$ cat src/rtl/if_id_hazard_reg.sv
// IF/ID pipeline register for the pipelined LEGv8 CPU with integrated
// load-use stall and taken-branch flush sequencing, plus saturating
// stall/flush event counters.
module if_id_hazard_reg #(
  parameter int unsigned LOAD_LAT = 1,
  parameter int unsigned CNT_W    = 32
) (
  input  logic             clk,
  input  logic             reset,
  input  logic [31:0]      instr_in,
  input  logic [63:0]      pc_in,
  input  logic             branch_taken,
  input  logic             freeze,
  input  logic             ex_memread,
  input  logic [4:0]       ex_rd,
  output logic [31:0]      instr_out,
  output logic [63:0]      pc_out,
  output logic             valid_out,
  output logic             pc_write_en,
  output logic             id_bubble,
  output logic [CNT_W-1:0] stall_count,
  output logic [CNT_W-1:0] flush_count
);

  typedef enum logic {RUN, STALL} state_t;

  localparam logic [2:0] LAT3 = 3'(LOAD_LAT);

  state_t           state, state_nxt;
  logic [2:0]       scnt, scnt_nxt, scnt_inc;
  logic [31:0]      instr_nxt;
  logic [63:0]      pc_nxt;
  logic             valid_nxt;
  logic [CNT_W-1:0] stall_nxt, flush_nxt;
  logic             load_use;

  function automatic logic [CNT_W-1:0] sat_inc(input logic [CNT_W-1:0] v);
    return (v == '1) ? v : v + CNT_W'(1);
  endfunction

  // Conservative load-use detect: all three register fields of the ID
  // instruction are compared whatever its format; X31 (XZR) never hazards.
  always_comb begin
    load_use = valid_out & ex_memread & (ex_rd != 5'd31) &
               ((ex_rd == instr_out[9:5]) | (ex_rd == instr_out[20:16]) |
                (ex_rd == instr_out[4:0]));
  end

  assign scnt_inc = scnt + 3'd1;

  // Next-state, register-load and control-output decode; branch beats
  // freeze beats load_use in both states.
  always_comb begin
    state_nxt   = state;
    scnt_nxt    = scnt;
    instr_nxt   = instr_out;
    pc_nxt      = pc_out;
    valid_nxt   = valid_out;
    stall_nxt   = stall_count;
    flush_nxt   = flush_count;
    pc_write_en = 1'b1;
    id_bubble   = 1'b0;

    case (state)
      RUN: begin
        if (branch_taken) begin
          instr_nxt = '0;
          valid_nxt = 1'b0;
          pc_nxt    = pc_in;
          flush_nxt = sat_inc(flush_count);
          scnt_nxt  = '0;
        end else if (freeze) begin
          pc_write_en = 1'b0;
        end else if (load_use) begin
          pc_write_en = 1'b0;
          id_bubble   = 1'b1;
          stall_nxt   = sat_inc(stall_count);
          scnt_nxt    = 3'd1;
          if (LOAD_LAT > 1) state_nxt = STALL;
        end else begin
          instr_nxt = instr_in;
          pc_nxt    = pc_in;
          valid_nxt = 1'b1;
          scnt_nxt  = '0;
        end
      end
      STALL: begin
        pc_write_en = 1'b0;
        id_bubble   = 1'b1;
        if (branch_taken) begin
          // A flush aborts the remaining stall cycles.
          instr_nxt = '0;
          valid_nxt = 1'b0;
          pc_nxt    = pc_in;
          flush_nxt = sat_inc(flush_count);
          scnt_nxt  = '0;
          state_nxt = RUN;
        end else if (!freeze) begin
          stall_nxt = sat_inc(stall_count);
          scnt_nxt  = scnt_inc;
          if (scnt_inc == LAT3) state_nxt = RUN;
        end
      end
      default: state_nxt = RUN;
    endcase

    if (reset) begin
      pc_write_en = 1'b1;
      id_bubble   = 1'b0;
    end
  end

  // State and pipeline register update with synchronous reset.
  always_ff @(posedge clk) begin
    if (reset) begin
      state       <= RUN;
      scnt        <= '0;
      instr_out   <= '0;
      pc_out      <= '0;
      valid_out   <= 1'b0;
      stall_count <= '0;
      flush_count <= '0;
    end else begin
      state       <= state_nxt;
      scnt        <= scnt_nxt;
      instr_out   <= instr_nxt;
      pc_out      <= pc_nxt;
      valid_out   <= valid_nxt;
      stall_count <= stall_nxt;
      flush_count <= flush_nxt;
    end
  end

endmodule
$ cat config.mk
export PLATFORM = sky130hd
export DESIGN_NAME = if_id_hazard_reg
export DESIGN_NICKNAME = d
export VERILOG_FILES = /design/src/rtl/if_id_hazard_reg.sv
export SDC_FILE = /design/constraint.sdc
export NUM_CORES = 1
export LEC_CHECK = 0
export CAP_MARGIN = 20
export CELL_PAD_IN_SITES_DETAIL_PLACEMENT = 0
export CELL_PAD_IN_SITES_GLOBAL_PLACEMENT = 1
export CORE_MARGIN = 10
export CORE_UTILIZATION = 31
export CTS_CLUSTER_DIAMETER = 150
export DETAILED_ROUTE_END_ITERATION = 10
export PLACE_DENSITY_LB_ADDON = 0.3
export SLEW_MARGIN = 20
export SYNTH_ARGS = -nofsm -noshare
export SYNTH_HDL_FRONTEND = slang
export SYNTH_SLANG_ARGS = --single-unit
$ cat constraint.sdc
create_clock -name clk -period 2.24 [get_ports clk]
set_input_delay 0.224 -clock clk [delete_from_list [all_inputs] [get_ports clk]]
set_output_delay 0.224 -clock clk [all_outputs]
set_load 0.01 [all_outputs]
==> results.toml, run 1 <==
[critical_path]
worstPathRequired_ps = 2020
start_kind = "flip-flop"
cpMaxStageDelayCell = "dfxtp_2"
critPathMaxStageDelay_ps = 330
path_cells = "xor2_1 > nor3_2 > a22oi_2 > a21oi_2 > buf_4 > a21oi_1 > nor2_1 > buf_2"
end_kind = "output port"
arrival_ps = 1920
worstSetupPathType = "reg2out"
cp_max_fo = 3

[clocking]
cts_buffers = 17
clock_sinks = 165
clk_latency_ps = 420
clk_path_buf_depth = 2
clk_pin_slew_worst_paths_ps = 70
cts_tree = "built"
holdBufCountCts = 0
cts_htree_levels = 4
cts-root-buf = "clkbuf_16"

[layout]
drive_above_1_share_pct = 14.3
fin_nets = 1246
area_delta_synth_final_pct = 63.6
diodes = 0
stdcell_count = 1429
stdcell_area_um2 = 11200

[timing]
fin_crit_ps = 2140
fmax_mhz = 467
worst_hold_slack_ps = 213
hold_viol_final = 0
post-route-period-util_pct = 95.7
fin_skew_ps = 12.4
rsz0062_at_grt = "true"
slew_headroom_pct = 70.8
slew_viol_final = 0
worst_slew_pin_slew_ps = 438
setup_viol = 0
worst_slack_ps = 96.6

[grt]
grt_use_total_pct = 16.2
antenna_found_initial = 0
gr-total-overflow = 0
grt_pass1_vias = 6971
grt_max_degree = 84
grt_pass1_wl_um = 38300

[synth]
synth_cell_type_count = 51
synthCells = 800
syn_avg_cell_area_um2 = 8.56
netlist_top_cells_count = "dfxtp_1 (165), a21oi_1 (98), nand2_1 (96)"
async_reset_ff_share_pct = 0
syn-num-nets = 910
synth_area_um2 = 6850
yosysWarningCount = 0
ys_ff_latch = 165
synth_top_area_share_pct = 48.2
synthTopCellsByArea = "dfxtp_1 (48%), a21oi_1 (7.2%), nand3_1 (6.2%), nand2_1 (5.3%), a22o_1 (4.1%)"
synth_edf_count = 0
yosys.area.top_type = "dfxtp_1"
ys_seq_area_share_pct = 48.2
synth.most_common_cell = "dfxtp_1"
synthFlopType = "dfxtp_1"

[die]
die_w_um = 169
start_util_pct = 31.5
rows = 54
dieArea_um2 = 28400
chipHeight_um = 169
num_io_pins = 269
core_area_um2 = 21800

[place]
dpl_cell_area_um2 = 10500
hpwl_um = 17500
dpl.cell_count = 1384
dpl_worst_slack_ps = -389
portBuffers = 268
gp_congestion = 0.792

[power]
ir_drop_mv = 0.450
p_sw_share_pct = 24.5
p_comb_share_pct = 11.3
p_per_area_nw_per_um2 = 607
p_leak_uw = 0.00417
p_total_uw = 6800
power.switching_uw = 1660
power_frac_clock_pct = 43.4
pwr-share-seq_pct = 45.4
cellInternalPower_uw = 5130

[route]
viasPerCell = 4.97
drt_pass1_iterations = 4
drtAntennaViolNets = 0
finalWirelength_um = 23800
wl_per_cell_um = 16.7
vias = 7095
drt_iter0_markers = 356
post-route-drc-count = 0

[status]
status = "finished clean"

[min_path]
hold_path.class = "in2reg"

[job]
max_cap_violations = 0
## state kept, by name (all words and copies together), names as in the netlist
name	count
state	1
flush_count	32
stall_count	32
pc_out	64
valid_out	1
instr_out	32
scnt	3
## placed cells by master (no fill, tap or decap), types with 8 or more instances in the layout
cell type,n
clkdlybuf4s50_1,261
dfxtp_1,161
a21oi_1,96
nand2_1,94
buf_4,92
nand3_1,85
nor2_1,46
a22o_1,32
xor2_1,28
nand4_1,25
o21ai_0,19
or3_1,19
clkbuf_16,17
xnor2_1,15
or4_1,14
o31ai_1,12
inv_1,12
nor3_1,11
nor4_1,10
buf_12,10
and3_1,8
## area by class of cell
type	instances	area, um2
Clock buffer	19	433
Fill cell	2052	10600
Timing Repair Buffer	370	3570
Multi-Input combinational cell	569	3350
Sequential cell	165	3310
Clock inverter	13	148
Tap cell	280	350
Inverter	13	48.8
## power groups by stage
| stage | clock (uW) | combinational (uW) | sequential, uW |
|---|---|---|---|
| detailed placement | 0 | 763 | 3150 |
| CTS | 3040 | 769 | 3080 |
| floorplan | 0 | 215 | 3190 |
| global placement | 0 | 761 | 3150 |
| global route | 3150 | 832 | 3090 |
| finish | 2950 | 766 | 3080 |
## path summary, 6_finish.rpt
| kind | from | to | slack (ps) | cells past startpoint |
|---|---|---|---|---|
| worst max register to register | instr_out[7]$_SDFFE_PP0P_ | pc_out[34]$_SDFFE_PP0P_ | 100 | 10 |
| worst min register to register | pc_out[23]$_SDFFE_PP0P_ | pc_out[23]$_SDFFE_PP0P_ | 450 | 2 |
| worst min-delay path | reset | stall_count[6]$_SDFFE_PP0P_ | 210 | 2 |
| worst max-delay path | instr_out[7]$_SDFFE_PP0P_ | id_bubble | 100 | 8 |
## per-stage QoR
| step | setup TNS (ps) | util, % |
|---|---|---|
| after floorplan | 0 | - |
| after global placement | -23470 | 48.1 |
| after detailed placement | -27980 | 48.1 |
| after CTS | -37.1 | 51.0 |
| after global routing | -57.9 | 51.5 |
| final | 0 | 51.5 |
## critical path, delay by kind of cell, from the launching register on
kind	cells	cell delay, ps
compound gates	3	380
flops	1	330
simple gates	2	320
buf+inv	2	290
xor+xnor	1	170
## routing by layer
metal	GRT usage [%]	wire length, um	vias to the layer above
li1	-	-	3545
met1	19.0	10100	3355
met2	26.9	11500	181
met3	6.28	1970	14
met4	4.58	269	0
met5	0	0	-
## logic make-up (layout without fill, tap and decap cells)
kind of cell	count (synthesis)	in the layout	share of synthesized area, %
simple gates	339	339	24.8
compound gates	178	178	16.0
flops	165	165	48.2
buf+inv	66	415	3.98
xor+xnor	43	43	5.50
mux	5	5	0.822
fa+ha+maj	4	4	0.731
## repair_timing
| action | in CTS | in global routing |
|---|---|---|
| gates resized for setup | 11 | 17 |
| setup buffers | 2 | 11 |
| setup endpoints to repair | 9 | 67 |
| pin swaps | 1 | 13 |
No activity file was read; power rests on OpenSTA's default activity.
==> run 2: changes to the inputs <==
- SETUP_SLACK_MARGIN: unset -> 0.15
==> run 2 against run 1 <==
Effect of this change:
- sequential share of layout area down 0.42 points
- critical path depth unchanged
- die area stayed put
- via count is 1.0% lower
- power decreased by 0.16%
- critical path type unchanged
- largest cell class unchanged
- flip-flop and latch count unchanged
- critical endpoint unchanged
==> results.toml, run 2 (synthesis results as in run 1) <==
[grt]
grt_max_degree = 97
gr-total-overflow = 0
grt_pass1_wl_um = 37300
grt_use_total_pct = 15.9
grt_pass1_vias = 6796
antenna_found_initial = 0

[timing]
slew_headroom_pct = 69.2
worst_hold_slack_ps = 79.2
worst_slew_pin_slew_ps = 463
slew_viol_final = 0
setup_viol = 0
setup_tns_ps = 0
hold_viol_final = 0
fmax_mhz = 474
post-route-period-util_pct = 94.2
fin_skew_ps = 12.9
rsz0062_at_grt = "true"
fin_crit_ps = 2110

[power]
p_leak_uw = 0.00426
ir_drop_mv = 0.438
power_frac_clock_pct = 42.7
p_sw_share_pct = 25.5
p_comb_share_pct = 11.8
pwr-share-seq_pct = 45.4
p_per_area_nw_per_um2 = 595
cellInternalPower_uw = 5050
power.switching_uw = 1730

[clocking]
clk_pin_slew_worst_paths_ps = 70
clk_path_buf_depth = 2
cts_buffers = 17
clock_sinks = 165
cts_tree = "built"
cts-root-buf = "clkbuf_16"
clk_latency_ps = 430
cts_htree_levels = 4

[layout]
largest_reg_flops = 64
stdcell_area_um2 = 11400
final_cell_mix = "clkdlybuf4s50_1 (261), dfxtp_1 (151), a21oi_1 (95)"
fin_nets = 1241
fillerInstances = 2075
mostFrequentLayoutCell = "clkdlybuf4s50_1"
area_delta_synth_final_pct = 66.6
drive_above_1_share_pct = 16.2
largest-register = "pc_out"
diodes = 0

[route]
viasPerCell = 4.93
wl_per_cell_um = 17.5
drt_iter0_markers = 350
vias = 7022
drtAntennaViolNets = 0
drt_pass1_iterations = 6
finalWirelength_um = 24800
post-route-drc-count = 0

[die]
core_area_um2 = 21800
num_io_pins = 269
die_w_um = 169
start_util_pct = 31.5
dieArea_um2 = 28400
rows = 54
chipHeight_um = 169

[critical_path]
cpMaxStageDelayCell = "dfxtp_2"
crit_top_cell = "a21oi_2"
critPathLaunch = "instr_out[0]$_SDFFE_PP0P_"
worstSetupEndpoint = "id_bubble"
cpLargestDelayFamily = "simple AND/OR/NAND/NOR gates"
end_kind = "output port"
r2r_slack_ps = 140
cp_max_fo = 2
arrival_ps = 1890
path_cells = "xor2_1 > nor3_2 > nand2_1 > a21oi_2 > buf_4 > a21oi_2 > nor2_1 > buf_2"
path_buf_inv = 2
worstPathRequired_ps = 2020
worstReg2RegStart = "instr_out[5]$_SDFFE_PP0P_"
timing.rr.end = "instr_out[7]$_SDFFE_PP0P_"
start_kind = "flip-flop"
path_depth = 8
r2r_cells = 11
worstSetupPathType = "reg2out"
critPathMaxStageDelay_ps = 340

[min_path]
hold_path.class = "in2reg"
holdPathStages = 2

[job]
max_cap_violations = 0

[place]
hpwl_um = 17000
dpl_cell_area_um2 = 10300
portBuffers = 268
gp_congestion = 0.754

[status]
status = "finished clean"
## run 2: cell types whose count changed in the layout (fill, tap and decap cells not counted), moves of 3 or more
cell	delta
dfxtp_1	-10
buf_6	+4
nor4_4	+3
dfxtp_2	+10
buf_4	-17
clkbuf_16	+6
nor4_1	-3
## run 2: stage by stage
stage | util [%] | total power [uW] | instances | setup slack [ps]
floorplan | - | 3410 | 800 | 185
detailed placement | 47.4 | 3900 | 1365 | -394
global placement | 47.4 | 3900 | 1365 | -337
finish | 52.4 | 6790 | 1423 | 129
global route | 52.4 | 7050 | 1423 | 19.2
CTS | 50.5 | 6810 | 1404 | 100
## run 2: worst min-delay path by stage
stage,from,endpoint,slack [ps]
2_1_floorplan,instr_in[19],instr_out[19]$_SDFFE_PP0P_,350
3_3_place_gp,pc_out[37]$_SDFFE_PP0P_,pc_out[37]$_SDFFE_PP0P_,440
3_5_place_dp,pc_out[26]$_SDFFE_PP0P_,pc_out[26]$_SDFFE_PP0P_,450
4_1_cts,reset,scnt[1]$_SDFFE_PP0P_,70
5_1_grt,reset,scnt[1]$_SDFFE_PP0P_,80
6_report,reset,scnt[1]$_SDFFE_PP0P_,80
## run 2: power groups by stage
stage / clock, uW / sequential (uW) / combinational (uW)
6_report: 2900 / 3080 / 803
5_1_grt: 3090 / 3090 / 865
4_1_cts: 2960 / 3080 / 766
3_5_place_dp: 0 / 3150 / 753
3_3_place_gp: 0 / 3150 / 753
2_1_floorplan: 0 / 3190 / 215
## run 2: routing by layer
layer / up-vias / GRT usage [%] / routed length (um)
li1: 3529 / - / -
met1: 3322 / 19.1 / 11000
met2: 155 / 25.9 / 11700
met3: 16 / 6.32 / 1860
met4: 0 / 4.20 / 233
met5: - / 0 / 0
## run 2: cell type report
class	count	area, um2	area share (%)
clock buffer	17	425	3.73
sequential	165	3320	29.1
tap	280	350	3.07
timing repair buffer	364	3640	31.9
multi-input combinational	570	3470	30.5
clock inverter	14	141	1.24
inverter	13	48.8	0.428
## run 2: repair_timing
item | in CTS | in global routing
hold buffers | 0 | 0
endpoints found under the setup margin | 69 | 120
gates resized for setup | 26 | 40
cloned | 1 | 7
pin swaps | 7 | 15
setup buffers | 7 | 12
==> run 3: changes to the inputs <==
- CORE_MARGIN: 10 -> 4
==> run 3 against run 2 <==
Effect of this change:
- global-route usage rose by 2.2 points
- critical path type unchanged
- critical path depth did not move
- flip-flop and latch count did not move
- fmax fell by 0.48%
- largest power group unchanged
- cell count rose by 1.6%
- die area fell by 14%
- clock skew fell by 4.5 ps
- worst setup slack got worse by 10 ps
- first-iteration DRC count fell by 8.0%
- clock power rose by 2%
==> results.toml, run 3 (synthesis results as in run 1) <==
[timing]
setup_tns_ps = 0
slew_viol_final = 0
fin_crit_ps = 2120
worst_hold_slack_ps = 199
rsz0062_at_grt = "true"
worst_slew_pin_slew_ps = 643
fmax_mhz = 472
fin_skew_ps = 8.43
slew_headroom_pct = 57.1
hold_viol_final = 0
setup_viol = 0
post-route-period-util_pct = 94.7

[layout]
mostFrequentLayoutCell = "clkdlybuf4s50_1"
largest_reg_flops = 64
final_cell_mix = "clkdlybuf4s50_1 (261), dfxtp_1 (150), nand3_1 (82)"
diodes = 0
area_delta_synth_final_pct = 75.0
drive_above_1_share_pct = 22.6
stdcell_count = 1446
fin_nets = 1263
largest-register = "pc_out"

[power]
power_frac_clock_pct = 42.8
power.switching_uw = 1780
p_sw_share_pct = 25.8
ir_drop_mv = 0.430
p_leak_uw = 0.00458
p_comb_share_pct = 12.5
pwr-share-seq_pct = 44.7
p_per_area_nw_per_um2 = 577
cellInternalPower_uw = 5130
p_total_uw = 6910

[critical_path]
critPathLaunch = "instr_out[3]$_SDFFE_PP0P_"
path_buf_inv = 2
critPathMaxStageDelay_ps = 330
crit_top_cell = "a21oi_2"
cpMaxStageDelayCell = "dfxtp_2"
worstSetupPathType = "reg2out"
path_depth = 8
arrival_ps = 1900
worstPathRequired_ps = 2020
end_kind = "output port"
start_kind = "flip-flop"
path_cells = "xor2_1 > nor3_2 > nand2_1 > a21oi_2 > buf_4 > a21oi_2 > nor2_1 > buf_2"
worstReg2RegStart = "stall_count[16]$_SDFFE_PP0P_"
cpLargestDelayFamily = "simple AND/OR/NAND/NOR gates"
cp_max_fo = 2
r2r_cells = 8

[clocking]
cts_buffers = 17
cts_tree = "built"
holdBufCountCts = 0
clk_path_buf_depth = 2
cts_htree_levels = 4
clock_sinks = 165
clk_latency_ps = 420
clk_pin_slew_worst_paths_ps = 70
cts-root-buf = "clkbuf_16"

[place]
gp_congestion = 0.785
portBuffers = 268
dpl.cell_count = 1382
hpwl_um = 15600

[route]
wl_per_cell_um = 16.8
drt_pass1_iterations = 4
post-route-drc-count = 0
viasPerCell = 4.98
drtAntennaViolNets = 0
vias = 7207
drt_iter0_markers = 322
finalWirelength_um = 24300

[min_path]
holdPathStages = 2
hold_path.class = "in2reg"
holdCritStartpoint = "reset"

[die]
start_util_pct = 31.5
rows = 54
core_area_um2 = 21800
num_io_pins = 269
dieArea_um2 = 24500
chipHeight_um = 157
die_w_um = 157

[grt]
grt_pass1_vias = 6875
grt_use_total_pct = 18.1
gr-total-overflow = 0
grt_max_degree = 61
grt_pass1_wl_um = 36100
antenna_found_initial = 0

[job]
max_cap_violations = 0

[status]
status = "finished clean"
[run 3: path summary, 6_finish.rpt]
check / slack [ps] / endpoint
hold / removal: 200 / stall_count[29]$_SDFFE_PP0P_
setup reg to reg: 120 / stall_count[13]$_SDFFE_PP0P_
hold reg to reg: 450 / pc_out[14]$_SDFFE_PP0P_
setup / recovery: 120 / id_bubble
[run 3: power by group through the flow]
stage          clock, uW  sequential [uW]  combinational, uW
2_1_floorplan          0             3190                215
3_3_place_gp           0             3150                760
3_5_place_dp           0             3150                761
4_1_cts             3030             3080                777
5_1_grt             3150             3100                921
6_report            2960             3090                861
[run 3: stage by stage]
| step | util (%) | area (um2) | setup slack, ps |
|---|---|---|---|
| floorplan | - | 6850 | 185 |
| global placement | 47.9 | 10400 | -325 |
| detailed placement | 47.9 | 10400 | -357 |
| CTS | 51.4 | 11200 | 93.0 |
| global route | 55.1 | 12000 | -31.2 |
| finish | 55.1 | 12000 | 119 |
[run 3: final cells by class]
cell class	instances	area [um2]
Inverter	13	48.8
Fill cell	2028	9780
Tap cell	280	350
Clock buffer	19	443
Clock inverter	13	139
Sequential cell	165	3320
Multi-Input combinational cell	570	3760
Timing Repair Buffer	386	3910
[run 3: routing by layer]
layer  track usage (%)  part of all wire [%]  vias to the layer above
met5                 0                     0                        -
met4              4.09                  0.70                        0
met3              5.92                   6.8                        8
met2              29.7                    47                      183
met1              23.3                    45                     3442
li1                  -                     -                     3574
[run 3: what timing repair did]
item | 4_1_cts | 5_1_grt
endpoints found under the setup margin | 67 | 113
gates cloned | 2 | 9
buffers inserted | 7 | 14
pin swaps | 12 | 86
resized for setup | 33 | 134
[run 3: worst reg2reg max path: stages, from the launching register on]
cell and delay (ps):
dfxtp_2 330, nand4_1 210, nor4_2 60, buf_4 150, a31oi_4 370, nand3_4 160
buf_6 160, or4_1 500, a21oi_1 130
==> patch 1: new RTL, flow settings as in run 1 <==
Set the parameter `CNT_W` to 36 (it was 32).
--- a/src/rtl/if_id_hazard_reg.sv
+++ b/src/rtl/if_id_hazard_reg.sv
@@ -5,3 +5,3 @@
   parameter int unsigned LOAD_LAT = 1,
-  parameter int unsigned CNT_W    = 32
+  parameter int unsigned CNT_W    = 36
 ) (
Ports: changed (resized flush_count and stall_count); port bits go from 269 to 277. The function was not compared with the original's and may differ.
==> patch 1 against run 1 <==
- the flow now finishes with violations (setup timing)
- power increased by 4.3%
- sequential cell count rose by 8
- critical path depth is 1 higher
- design area rose by 2.6%
- setup slack got worse by 130 ps
- largest power group unchanged
- synthesized area grew 4.7%
- sequential power rose by 5%
- count of clock-buffer cells in the layout decreased by 2
- routed wire length rose by 5.1%
- global-route usage is 0.20 points higher
==> patch 1: results (changes against run 1) <==
[routing]
wire_per_inst_um=17.93  ; +7.6%
first_pass_iters=5  ; +1
drtIter0Drc=365  ; +2.5%
met3_length_um=2347  ; +19%
vias=6812  ; -4.0%
wl_met1_um=10210  ; +1.6%
post_drt_via_cell_ratio=4.880  ; -1.7%
wl_met2_um=12070  ; +4.7%

[finish]
layout-drive-gt1-share=0.1432  ; +0.0005104
fillers=2137  ; +4.1%
top_regs=pc_out: 64 flops, flush_count: 36 flops, stall_count: 36 flops
nets=1207  ; -3.1%

[synthesis]
synth_area_leaders=dfxtp_1 48%, mux2i_1 9.2%, nor2_1 5.9%
seq_area_frac_synth=0.4830  ; +0.0005311
synthAdderAreaFrac=0.006980  ; -0.0003304
synthArstFlopShare=0  ; unchanged
synth-xor-area-share=0.05496  ; about the same
yosys-top-cells-count=173 x dfxtp_1, 113 x nor2_1, 66 x mux2i_1
synthMuxAreaShare=0.09684  ; +0.08862
syn-instance-count=764  ; -4.5%
synth_cell_type_count=51  ; unchanged
yosysWarnings=0  ; unchanged
synth_compound_area_frac=0.1124  ; -0.04717
syn_nets=874  ; -4.0%

[timing]
setup_violations=1  ; +1
worst_pin_slew_ps=840.8  ; +402.5 ps
fin_hold_ws_ps=133.1  ; -79.86 ps
tns_ps=-28.44  ; -28.44 ps
skew_ps=14.09  ; +1.672 ps
worst_slack_ps=-28.44  ; -125.0 ps

[pwr]
peakVddDrop_mv=0.4052  ; -10%
p_leak_uw=0.004585  ; +10%

[place]
dp.cells=1353  ; -2.2%
gp_congestion=0.8092  ; +2.2%
hpwl_um=18630  ; +6.4%
port-buffer-count=276  ; +3.0%
place_ws_ps=-518.7  ; -130.1 ps

[grt]
use_met2=0.2659  ; -0.002812
overflow=0  ; unchanged
antenna_found_initial=1  ; +1
met1_usage=0.1916  ; +0.001228
grt.total_usage=0.1640  ; +0.001980
grt_max_degree=78  ; -7.1%
grt_pass1_wl_um=38250  ; about the same
grt.met3_usage=0.07091  ; +0.008147

[worst_setup_path]
rr_worst_depth=8  ; -2
r2r-end=stall_count[17]$_SDFFE_PP0P_
rrSetupSlack_ps=70  ; -30 ps
cpMaxStageDelayCell=dfxtp_4
slowest_delay_ps=370  ; +40 ps
r2r-start=stall_count[5]$_SDFFE_PP0P_
crit_start=instr_out[18]$_SDFFE_PP0P_
critPathTopFamily=simple AND/OR/NAND/NOR gates

[hold_path]
holdCritStartpoint=reset
min_to=flush_count[28]$_SDFFE_PP0P_

[clock_network]
root_buffer=clkbuf_16
post_cts_resized=25  ; +14
worstSkewPairLatency_ps=430

[status]
status=finished, violations left
violations=setup timing

[patch 1: through the flow]
stage | util | power (uW) | area, um2
3_5_place_dp | 0.4721 | 4110 | 10720
2_1_floorplan | - | 3582 | 7171
5_1_grt | 0.5062 | 7382 | 11490
6_report | 0.5062 | 7091 | 11490
4_1_cts | 0.4998 | 7191 | 11350
3_3_place_gp | 0.4721 | 4107 | 10720
[patch 1: cell type report]
| type | count | area share |
|---|---|---|
| Clock buffer | 17 | 0.03701 |
| Inverter | 9 | 0.002939 |
| Multi-Input combinational cell | 541 | 0.3122 |
| Sequential cell | 173 | 0.3027 |
| Tap cell | 285 | 0.03102 |
| Antenna cell | 1 | 0.0002177 |
| Timing Repair Buffer | 355 | 0.2992 |
| Clock inverter | 15 | 0.01469 |
[patch 1: report_power, final]
group          switching, uW  internal [uW]  total, uW
logic                    331            478        810
registers               59.3           3170       3230
clock network           1450           1600       3050
total                   1840           5250       7090
==> patch 2: new RTL, flow settings as in run 1 <==
Made on the original files. Register the output `flush_count` once more, with the module's reset; this adds one clock of latency there. The other outputs are not delayed to match.
--- a/src/rtl/if_id_hazard_reg.sv
+++ b/src/rtl/if_id_hazard_reg.sv
@@ -27,2 +27,4 @@
   localparam logic [2:0] LAT3 = 3'(LOAD_LAT);
+
+  logic [CNT_W-1:0] flush_count_s0;
 
@@ -59,3 +61,3 @@
     stall_nxt   = stall_count;
-    flush_nxt   = flush_count;
+    flush_nxt   = flush_count_s0;
     pc_write_en = 1'b1;
@@ -69,3 +71,3 @@
           pc_nxt    = pc_in;
-          flush_nxt = sat_inc(flush_count);
+          flush_nxt = sat_inc(flush_count_s0);
           scnt_nxt  = '0;
@@ -94,3 +96,3 @@
           pc_nxt    = pc_in;
-          flush_nxt = sat_inc(flush_count);
+          flush_nxt = sat_inc(flush_count_s0);
           scnt_nxt  = '0;
@@ -121,3 +123,3 @@
       stall_count <= '0;
-      flush_count <= '0;
+      flush_count_s0 <= '0;
     end else begin
@@ -129,3 +131,11 @@
       stall_count <= stall_nxt;
-      flush_count <= flush_nxt;
+      flush_count_s0 <= flush_nxt;
+    end
+  end
+
+  always_ff @(posedge clk) begin
+    if (reset) begin
+      flush_count <= '0;
+    end else begin
+      flush_count <= flush_count_s0;
     end
Check against the original RTL: not equivalent (Yosys sat finds a counterexample within 4 cycles, from zero or initial values and one cycle with reset high).
==> patch 2 against run 1 <==
- power increased by 10%
- setup slack got worse by 18 ps
- die area increased by 13%
- final cell count increased by 5.8%
- synthesized area increased by 15%
- sequential cell count increased by 32
- fmax decreased by 0.81%
- design area increased by 7.6%
- critical endpoint is now pc_write_en
- routed wire length increased by 9.8%
==> patch 2: results (changes against run 1) <==
[place]
post_dp_cell_area_um2=11310  ; +8.0%
hpwl_um=18680  ; +6.7%
gp_congestion=0.7908  ; -0.11%
port-buffer-count=268  ; unchanged

[synthesis]
synth_area_leaders=dfxtp_1 50%, nand3_1 5.6%, a21oi_1 5.4%
yosys-top-cells-count=197 x dfxtp_1, 96 x nand2_1, 87 x nand3_1
synth_cell_type_count=53  ; +3.9%
syn_nets=981  ; +7.8%
yosysWarnings=0  ; unchanged
seq_area_frac_synth=0.5029  ; +0.02042
ys.flop_type=dfxtp_1
synthArstFlopShare=0  ; unchanged

[routing]
drc=0  ; unchanged
vias=7296  ; +2.8%
drtIter0Drc=424  ; +19%
wire_per_inst_um=17.29  ; +3.8%
first_pass_iters=6  ; +2

[hold_path]
hold_class=input port to register
holdCritStartpoint=reset

[worst_setup_path]
crit_fanout=2  ; -1
rrSetupSlack_ps=80  ; -20 ps
cp.arrival_ps=1940  ; +20 ps
criticalPathCategory=register to output port
cpMaxStageDelayCell=dfxtp_2
slowest_delay_ps=340
r2r-start=instr_out[7]$_SDFFE_PP0P_

[grt]
grt_pass1_wl_um=39310  ; +2.7%
grt_pass1_vias=7138  ; +2.4%
antenna_found_initial=1  ; +1
grt.total_usage=0.1542  ; -0.007802
grt_max_degree=66  ; -21%

[finish]
layout-drive-gt1-share=0.1194  ; -0.02334
top_register=pc_out
largest_reg_flops=64  ; unchanged
nets=1279  ; +2.6%

[timing]
skew_ps=11.80  ; -0.6181 ps
worst_pin_slew_ps=537.9  ; +99.54 ps
setup_violations=0  ; unchanged
finalHoldViolCount=0  ; unchanged

[clock_network]
worstSkewPairLatency_ps=430
h-tree-depth=4  ; unchanged
cts_buffers=17  ; unchanged
clk_pin_slew_ps=80
root_buffer=clkbuf_16
cts_max_path_buffers=2  ; unchanged

[pwr]
p_leak_uw=0.004551  ; +9.2%
peakVddDrop_mv=0.4120  ; -8.5%

[status]
status=complete, no violations

patch 2: per-layer routing:
metal / up-vias / wire (um) / part of all wire / GRT usage
li1: 3645 / - / - / -
met1: 3480 / 11030 / 0.42 / 0.1849
met2: 135 / 13300 / 0.51 / 0.2678
met3: 36 / 1232 / 0.047 / 0.02991
met4: 0 / 580 / 0.022 / 0.05580
met5: - / 0 / 0 / 0
patch 2: logic make-up (layout without fill, tap and decap cells):
group,count (synthesis),count (layout),share of synthesized area
adders and majority gates,4,4,0.006382
buffers and inverters,64,374,0.03606
DFF,197,197,0.5029
other,0,1,0
AOI/OAI and AO/OA,158,158,0.1281
xor gates and xnor gates,45,45,0.05025
and+or+nand+nor,393,393,0.2618
muxes,10,10,0.01452
patch 2: layout make-up:
cell class                 instances  area, um2
clock buffer                      18      429.2
sequential                       197       3948
inverter                           5      18.77
tap                              330      412.9
clock inverter                    13      143.9
antenna                            1      2.502
multi-input combinational        610       3710
timing repair buffer             338       3392
fill                            2411      12980
patch 2: metrics by stage:
step	hold slack [ps]	worst slack, ps	instances	total power (uW)
6_report	194.8	79.06	1512	7496
5_1_grt	206.1	-62.50	1511	7789
4_1_cts	185.8	18.72	1504	7609
3_5_place_dp	445.3	-440.4	1472	4523
3_3_place_gp	440.3	-452.9	1472	4515
2_1_floorplan	349.5	212.1	871	4011
patch 2: worst paths after layout:
kind                                                       end  cells past startpoint
worst max-delay path                               pc_write_en                      8
worst min-delay path            flush_count_s0[1]$_SDFFE_PP0P_                      2
worst max register to register    stall_count[15]$_SDFFE_PP0P_                      9
worst min register to register         pc_out[60]$_SDFFE_PP0P_                      2
patch 2: what timing repair did:
action,in CTS,in global routing
endpoints found under the setup margin,2,63
gates resized for setup,12,17
buffers inserted,1,5
cloned,0,2
pin swaps,3,13
patch 2: power breakdown:
group,internal (uW),switching [uW],leakage [uW]
Combinational,450,343,0.00267
Clock,1570,1480,0.000275
Sequential,3600,55.5,0.00161
Total,5620,1880,0.00455
patch 2: critical path: cells and delay by family, from the launching register on:
| kind | cells | cell delay (ps) |
|---|---|---|
| AOI/OAI and AO/OA | 3 | 480 |
| DFF | 1 | 340 |
| buffers and inverters | 2 | 250 |
| xor gates and xnor gates | 1 | 170 |
| and+or+nand+nor | 2 | 250 |
